## src/rtl/fu_wb_arbiter_pkg.sv

```systemverilog
// Shared definitions for the FU write-back collector: FU ids, widths and the slot record.
package fu_wb_arbiter_pkg;
    localparam int N_FU = 5;
    localparam int DW   = 32;
    localparam int RW   = 5;
    localparam int FUW  = 3;
    localparam int PW   = $clog2(N_FU);

    localparam logic [FUW-1:0] FU_ALU  = 3'd0;
    localparam logic [FUW-1:0] FU_JUMP = 3'd1;
    localparam logic [FUW-1:0] FU_MEM  = 3'd2;
    localparam logic [FUW-1:0] FU_MUL  = 3'd3;
    localparam logic [FUW-1:0] FU_DIV  = 3'd4;

    typedef struct packed {
        logic          vld;
        logic [DW-1:0] res;
        logic [RW-1:0] rd;
    } slot_t;
endpackage

```

## src/rtl/fu_wb_arbiter_rr_arbiter.sv

```systemverilog
// Combinational round-robin picker: lowest requesting index at or above ptr, wrapping to 0.
module rr_arbiter #(
    parameter int N  = 5,
    parameter int PW = (N > 1) ? $clog2(N) : 1
) (
    input  logic [N-1:0]  req,
    input  logic [PW-1:0] ptr,
    output logic [N-1:0]  gnt,
    output logic [PW-1:0] gnt_idx,
    output logic          any
);
    always_comb begin
        int j;
        j       = 0;
        any     = 1'b0;
        gnt_idx = '0;
        gnt     = '0;
        for (int k = 0; k < N; k++) begin
            j = (int'(ptr) + k) % N;
            if (!any && req[j]) begin
                any     = 1'b1;
                gnt_idx = PW'(j);
            end
        end
        if (any) gnt[gnt_idx] = 1'b1;
    end
endmodule

```

## src/rtl/fu_wb_arbiter.sv

```systemverilog
// Captures one-cycle FU result pulses into per-FU slots and retires one slot per cycle
// round-robin onto a registered write-back port.
module fu_wb_arbiter
    import fu_wb_arbiter_pkg::*;
(
    input  logic               clk,
    input  logic               rst_n,
    input  logic [N_FU-1:0]    fu_finish,
    input  logic [N_FU*DW-1:0] fu_res,
    input  logic [N_FU*RW-1:0] fu_rd,
    output logic [N_FU-1:0]    fu_busy,
    output logic               wb_valid,
    output logic               wb_we,
    output logic [RW-1:0]      wb_rd,
    output logic [DW-1:0]      wb_data,
    output logic [FUW-1:0]     wb_fu,
    output logic               ovf_err
);
    slot_t           slot_q [N_FU];
    slot_t           slot_d [N_FU];
    logic [PW-1:0]   ptr_q, ptr_d;
    logic            wb_valid_q, wb_valid_d;
    logic            wb_we_q, wb_we_d;
    logic [RW-1:0]   wb_rd_q, wb_rd_d;
    logic [DW-1:0]   wb_data_q, wb_data_d;
    logic [FUW-1:0]  wb_fu_q, wb_fu_d;
    logic            ovf_q, ovf_d;

    logic [N_FU-1:0] slot_vld;
    logic [N_FU-1:0] gnt;
    logic [PW-1:0]   gnt_idx;
    logic            any;

    always_comb begin
        for (int i = 0; i < N_FU; i++) slot_vld[i] = slot_q[i].vld;
    end

    rr_arbiter #(.N(N_FU), .PW(PW)) u_rr (
        .req     (slot_vld),
        .ptr     (ptr_q),
        .gnt     (gnt),
        .gnt_idx (gnt_idx),
        .any     (any)
    );

    always_comb begin
        slot_d     = slot_q;
        ptr_d      = ptr_q;
        ovf_d      = ovf_q;
        wb_valid_d = 1'b0;
        wb_we_d    = 1'b0;
        wb_rd_d    = wb_rd_q;
        wb_data_d  = wb_data_q;
        wb_fu_d    = wb_fu_q;
        if (any) begin
            wb_valid_d            = 1'b1;
            wb_rd_d               = slot_q[gnt_idx].rd;
            wb_we_d               = (slot_q[gnt_idx].rd != '0);
            wb_data_d             = slot_q[gnt_idx].res;
            wb_fu_d               = FUW'(gnt_idx);
            slot_d[gnt_idx].vld   = 1'b0;
            ptr_d                 = (gnt_idx == PW'(N_FU - 1)) ? '0 : gnt_idx + PW'(1);
        end
        // A slot being retired this edge frees up in time to accept a new result.
        for (int i = 0; i < N_FU; i++) begin
            if (fu_finish[i]) begin
                if (!slot_q[i].vld || gnt[i])
                    slot_d[i] = {1'b1, fu_res[i*DW +: DW], fu_rd[i*RW +: RW]};
                else
                    ovf_d = 1'b1;
            end
        end
    end

    always_ff @(posedge clk) begin
        if (!rst_n) begin
            for (int i = 0; i < N_FU; i++) slot_q[i] <= '0;
            ptr_q      <= '0;
            ovf_q      <= 1'b0;
            wb_valid_q <= 1'b0;
            wb_we_q    <= 1'b0;
            wb_rd_q    <= '0;
            wb_data_q  <= '0;
            wb_fu_q    <= '0;
        end else begin
            slot_q     <= slot_d;
            ptr_q      <= ptr_d;
            ovf_q      <= ovf_d;
            wb_valid_q <= wb_valid_d;
            wb_we_q    <= wb_we_d;
            wb_rd_q    <= wb_rd_d;
            wb_data_q  <= wb_data_d;
            wb_fu_q    <= wb_fu_d;
        end
    end

    assign fu_busy  = slot_vld;
    assign wb_valid = wb_valid_q;
    assign wb_we    = wb_we_q;
    assign wb_rd    = wb_rd_q;
    assign wb_data  = wb_data_q;
    assign wb_fu    = wb_fu_q;
    assign ovf_err  = ovf_q;
endmodule

```

## config.mk

```make
export PLATFORM = sky130hd
export DESIGN_NAME = fu_wb_arbiter
export DESIGN_NICKNAME = d
export VERILOG_FILES = /design/src/rtl/fu_wb_arbiter_pkg.sv /design/src/rtl/fu_wb_arbiter_rr_arbiter.sv /design/src/rtl/fu_wb_arbiter.sv
export SDC_FILE = /design/constraint.sdc
export NUM_CORES = 1
export LEC_CHECK = 0
export CAP_MARGIN = 40
export CORE_ASPECT_RATIO = 1.2
export CORE_MARGIN = 2
export CORE_UTILIZATION = 56
export DETAILED_ROUTE_END_ITERATION = 6
export HOLD_SLACK_MARGIN = 0.06
export PLACE_DENSITY = 0.95
export SLEW_MARGIN = 5
export SYNTH_ARGS = -nofsm -noshare
export SYNTH_HDL_FRONTEND = slang
export SYNTH_SLANG_ARGS = --single-unit
```

## constraint.sdc

```tcl
create_clock -name clk -period 9.9 [get_ports clk]
set_input_delay 1.98 -clock clk [delete_from_list [all_inputs] [get_ports clk]]
set_output_delay 1.98 -clock clk [all_outputs]
set_load 0.02 [all_outputs]
```

======== After elaboration in Yosys (flattened, before gate mapping) ========
Cells that the tools add are included.
W data, S select, Z words.
cells by class
  order comparisons ....................... 9
  muxes and demuxes ....................... 57
  equality and inequality tests ........... 1
  div/mod/pow operators ................... 5
  bitwise operators ....................... 1
  $add $sub $neg .......................... 5
  reductions and logical operators ........ 22
operator list
  cell                     number
  $mux W38                 11
  $bwmux W190              1
  $mux W190                1
  $lt A32 B5 Y1 const B    5
  $mod A32 B4 Y32 const B  4
  $bmux W38 S3             1
  $demux W38 S3            1
  $mux W37                 2
  $mod A4 B4 Y32 const B   1
  $mux W1                  27
  $mux W3                  6
  $bmux W1 S3              5
  $logic_not A1 Y1         9
  $add A3 B2 Y4 const B    2
  $logic_and A1 B1 Y1      6
  $logic_or A1 B1 Y1       5
  $mux W5                  1
  $reduce_bool A5 Y1       1
  $add A3 B1 Y4 const B    1
  $add A3 B3 Y4 const B    1
  $ge A4 B4 Y1 const B     1
  $lt A3 B4 Y1 const B     1
  $lt A4 B1 Y1 const B     1
  $not A3 Y4               1
  other kinds (5)          5
word-level totals
  flip-flop bits (word level) ............. 236
  bits of input ports ..................... 192

======== Depth between registers and ports, before layout ========
  depth after elaboration ................. 33
  depth in mapped cells ................... 29

======== Modules after synthesis ========
Synthesis repeated with hierarchy kept, for this count alone.
second synthesis, totals
  cells, all modules ...................... 1,421
  area, all modules ....................... 12,085.3 µm²
modules (own cells, without submodules)
  module         area each (µm²)  seq. area each (µm²)  cells an instance  instances
  fu_wb_arbiter  10,212.3         4,724.5               1,182              1
  rr_arbiter     1,873.0          0.0                   239                1

======== Worst setup path after synthesis ========
No wires, ideal clock.
  path kind ............................... flip-flop to flip-flop
  from .................................... reg ptr_q[0]
  to ...................................... reg slot_q[100] (netlist bit)
  path buffers ............................ 7
  data arrival time ....................... 5.528 ns
  slack ................................... 4.231 ns
  library setup time ...................... 0.141 ns
  cell stages (with the launch flop) ...... 28
  path through ............................ dfxtp_1 -> buf_2 -> inv_1 -> clkbuf_1 -> ha_1 -> buf_2 -> buf_2 -> inv_1 -> ha_1 -> or3b_1 -> o22ai_1 -> nor2_1 -> inv_1 -> ha_1 -> nor2b_1 -> o32ai_2 -> mux2_2 -> o22ai_4 -> mux2i_1 -> a22oi_1 -> or2_1 -> buf_2 -> o31a_1 -> nand2b_1 -> buf_4 -> buf_4 -> nand2_1 -> a21oi_2
on the way
  longest elaborated chain between the ends .. 25
  elaborated cells on any way between the ends .. 55
  those cells by class .................... add/sub (4); div (5); order compare (2); mux (33); bitwise (1); reduce/logical (10)
ends and longest elaborated chain
  element                                                                   RTL line             source
  start: declaration                                                        fu_wb_arbiter.sv:21  logic [PW-1:0] ptr_q, ptr_d;
  start signal: assignment                                                  fu_wb_arbiter.sv:87  ptr_q <= ptr_d;
  parallel branches: the longest is 24 deep, another holds $mod A32 B4 Y32  n/a
  $mux W38 *                                                                fu_wb_arbiter.sv:66  if (fu_finish[i]) begin
  end signal: assignment                                                    fu_wb_arbiter.sv:86  slot_q <= slot_d;
  end: declaration                                                          fu_wb_arbiter.sv:19  slot_t slot_q [N_FU];
Mark *: on every way between the ends. The select of a mux whose other input is x is not followed.
A chain may end at the register's enable or synchronous reset.

======== Worst setup path in the final report ========
  from .................................... reg ptr_q[1]
  to ...................................... reg wb_we_q (netlist: wb_we)
on the way
  longest elaborated chain between the ends .. 22
  elaborated cells on any way between the ends .. 48
  those cells by class .................... add/sub (4); div (5); mux (28); bitwise (1); reduce/logical (10)
ends and longest elaborated chain
  element                                                                   RTL line             source
  parallel branches: the longest is 22 deep, another holds $mod A32 B4 Y32  n/a
  end signal: assignment                                                    fu_wb_arbiter.sv:90  wb_we_q <= wb_we_d;
  end: declaration                                                          fu_wb_arbiter.sv:23  logic wb_we_q, wb_we_d;
Several ways; the timed one is not identified. The select of a mux whose other input is x is not followed.

==> flow_summary.json <==
{
  "syn_area_um2": 11300,
  "synthTopCellsByArea": "dfxtp_1 (42%), nand2_1 (14%), a21oi_1 (9.9%)",
  "crit_chain": "inv_1 -> ha_1 -> inv_1 -> ha_1 -> or3b_1 -> o22ai_1 -> nor2_1 -> inv_1 -> ha_1 -> nor2b_1 -> o32ai_2 -> mux2_2 -> o22ai_4 -> o32ai_1 -> o211ai_1 -> o2111a_4 -> buf_4 -> mux2i_1 -> o221ai_1 -> nor2_1 -> a31oi_1",
  "power.total_mw": 5.73,
  "grt_max_degree": 84,
  "yosysWarnings": 0,
  "worstSetupStartpointType": "flop",
  "core_um2": 20000,
  "clkTransAtPathRegs_ns": 0.07,
  "grt_overflow": 0,
  "synth_nets": 1629,
  "yosys_most_used_dff": "dfxtp_1",
  "ant_nets": 0,
  "synth-seq-cells": 236,
  "r2r_setup_slack_ns": 2.88,
  "powerDensity_nw_per_um2": 394,
  "cell_internal_pwr_mw": 3.00,
  "synth_fa_ha_area_share_pct": 2.82,
  "synth-compound-area-share_pct": 20.9,
  "antennaDiodeCount": 0,
  "grt_pass1_wl_mm": 56.3,
  "dp_hpwl_mm": 25.2,
  "syn_inst": 1412,
  "clk_latency_ns": 0.52,
  "ctsHoldBuffers": 0,
  "end_kind": "flop",
  "multi_input_area_um2": 6000,
  "place_congestion": 1.00,
  "start_util_pct": 56.6,
  "numPortBuffers": 239,
  "cts_buffers": 23,
  "mostFrequentLayoutCells": "nand2_1 (420), clkdlybuf4s50_1 (239), dfxtp_1 (236)",
  "cp_data_arrival_time_ns": 7.39,
  "synth_xor_area_share_pct": 0.596,
  "crit_type": "flop to flop",
  "setup_ws_ns": 2.88,
  "yosys.cell_types.count": 73,
  "regArea_um2": 4720,
  "syn_to_final_growth_pct": 28.3,
  "grt_pass1_vias": 11000,
  "fp.dieW_um": 134,
  "synth_area_leader_cell": "dfxtp_1",
  "slowest_stage": "ha_1",
  "drt_iter0_drc": 1202,
  "slew_headroom_pct": 39.1,
  "dp_slack_ns": 2.91,
  "drc": 0,
  "grt_setup_unrepaired": "false",
  "critPathMaxFanout": 54,
  "drv_cap": 0,
  "peakVddDrop_uv": 377,
  "fin_crit_sh_pct": 70.9,
  "finClkSkew_ns": 0.0169,
  "cts_buffer_depth": 3,
  "nFillCells": 1385,
  "synthMuxAreaShare_pct": 9.16,
  "min_period_ns": 7.02,
  "ioPinCount": 240,
  "htreeDepth": 1,
  "hold_violations": 0,
  "num_vias": 11200,
  "combPwrFrac_pct": 61.7,
  "tns_ns": 0,
  "worstPathRequired_ns": 10.27,
  "viasPerCell": 6.00,
  "root_buffer": "clkbuf_16",
  "grt_usage_pct": 33.1,
  "dr.pass1.iters": 6,
  "leakage_nw": 5.65,
  "r2r_cells": 21,
  "clock-sinks": 236,
  "final_max_slew_viol_count": 0,
  "die-area_um2": 21400,
  "max_stage_delay_ns": 0.75,
  "drive_above_1_share_pct": 7.26,
  "final_common_cell": "nand2_1",
  "wl_per_cell_um": 19.7,
  "power.share.switching_pct": 47.6,
  "hp-class": "flop to flop",
  "worst_pin_slew_ns": 0.913,
  "hold_depth": 2,
  "cts_resized": 0,
  "ys_seq_area_share_pct": 41.7,
  "antenna_found_initial": 0,
  "fmax_mhz": 142,
  "syn_avg_cell_area_um2": 8.03,
  "synth_top_area_share_pct": 41.7,
  "die_y_um": 160,
  "fin_util_pct": 72.6,
  "p_clk_share_pct": 15.7,
  "placementRows": 57,
  "synth_top_family_by_area": "compound AO/OA/AOI/OAI gates",
  "wirelength_mm": 36.7,
  "status": "complete, no violations",
  "p_sw_mw": 2.73,
  "synth-edff-count": 0,
  "nNetsFinal": 1802,
  "synth-simple-area-share_pct": 19.0,
  "cts_setup_buffers": 0,
  "seq_power_share_pct": 22.7,
  "ys_async_sr_fraction_pct": 0,
  "cts_tree": "built",
  "setup_viol": 0
}
-- per-layer routing --
metal / GRT usage [%] / vias to the layer above / part of all wire, %
met5: 0 / - / 0
li1: - / 5179 / -
met2: 56.7 / 626 / 49
met1: 37.3 / 5215 / 35
met4: 24.5 / 0 / 8.5
met3: 4.35 / 164 / 7.4
-- worst max-delay path, delay by kind of cell (launching register included) --
family | cells | cell delay [ns]
and+or+nand+nor | 4 | 0.82
adders and majority gates | 3 | 1.19
muxes | 2 | 0.88
DFF | 1 | 0.70
AOI/OAI and AO/OA | 8 | 1.98
buffers and inverters | 4 | 1.29
-- registers in the layout, summed over array words and instances, names as in the netlist --
name and cells:
slot_q 185, wb_data 32, wb_fu 3, wb_valid 1
fu_busy 5, ptr_q 3, wb_rd 5, ovf_err 1
wb_we 1
-- through the flow --
| step | area [µm²] | cells | hold WS, ns |
|---|---|---|---|
| final | 14600 | 1863 | 0.454 |
| after global routing | 14600 | 1863 | 0.473 |
| after CTS | 14500 | 1862 | 0.451 |
| after detailed placement | 13800 | 1824 | 0.446 |
| after global placement | 13600 | 1818 | 0.437 |
| after floorplan | 11300 | 1412 | 0.432 |
-- power by group through the flow --
stage / clock, mW / combinational, mW / sequential (mW)
final: 0.897 / 3.53 / 1.30
after global routing: 0.931 / 3.74 / 1.32
after CTS: 0.895 / 3.46 / 1.29
after detailed placement: 0 / 3.41 / 1.31
after global placement: 0 / 3.26 / 1.30
after floorplan: 0 / 2.43 / 1.31
-- cell usage after synthesis, drive strengths merged (6+ instances only) --
cell type  instances
nand2            431
a21oi            236
dfxtp            236
mux2i             88
clkbuf            58
buf               54
o21ai             48
nor2              43
o221ai            37
ha                24
inv               22
o211ai             9
a211oi             7
nand2b             7
nor2b              7
nor3               7
mux2               6
o21a               6
-- final cells by class --
type / count / share of cell area, %
Tap cell: 265 / 2.28
Clock inverter: 9 / 0.722
Inverter: 22 / 0.602
Clock buffer: 29 / 4.52
Multi-Input combinational cell: 1042 / 41.2
Timing Repair Buffer: 260 / 18.2
Sequential cell: 236 / 32.5
-- cells by family (layout without fill, tap and decap cells) --
family | Yosys count | count (layout)
fa+ha+maj | 25 | 25
flops | 236 | 236
buf+inv | 134 | 320
mux | 98 | 98
simple gates | 526 | 526
xor+xnor | 6 | 6
compound gates | 387 | 387
-- path summary, 6_finish.rpt --
path | start | to
worst min register to register | slot_q[28] | wb_data[23]
worst max-delay path | ptr_q[1] | wb_we
worst min-delay path | slot_q[28] | wb_data[23]
worst max register to register | ptr_q[1] | wb_we
(Power assumes the default switching activity.)
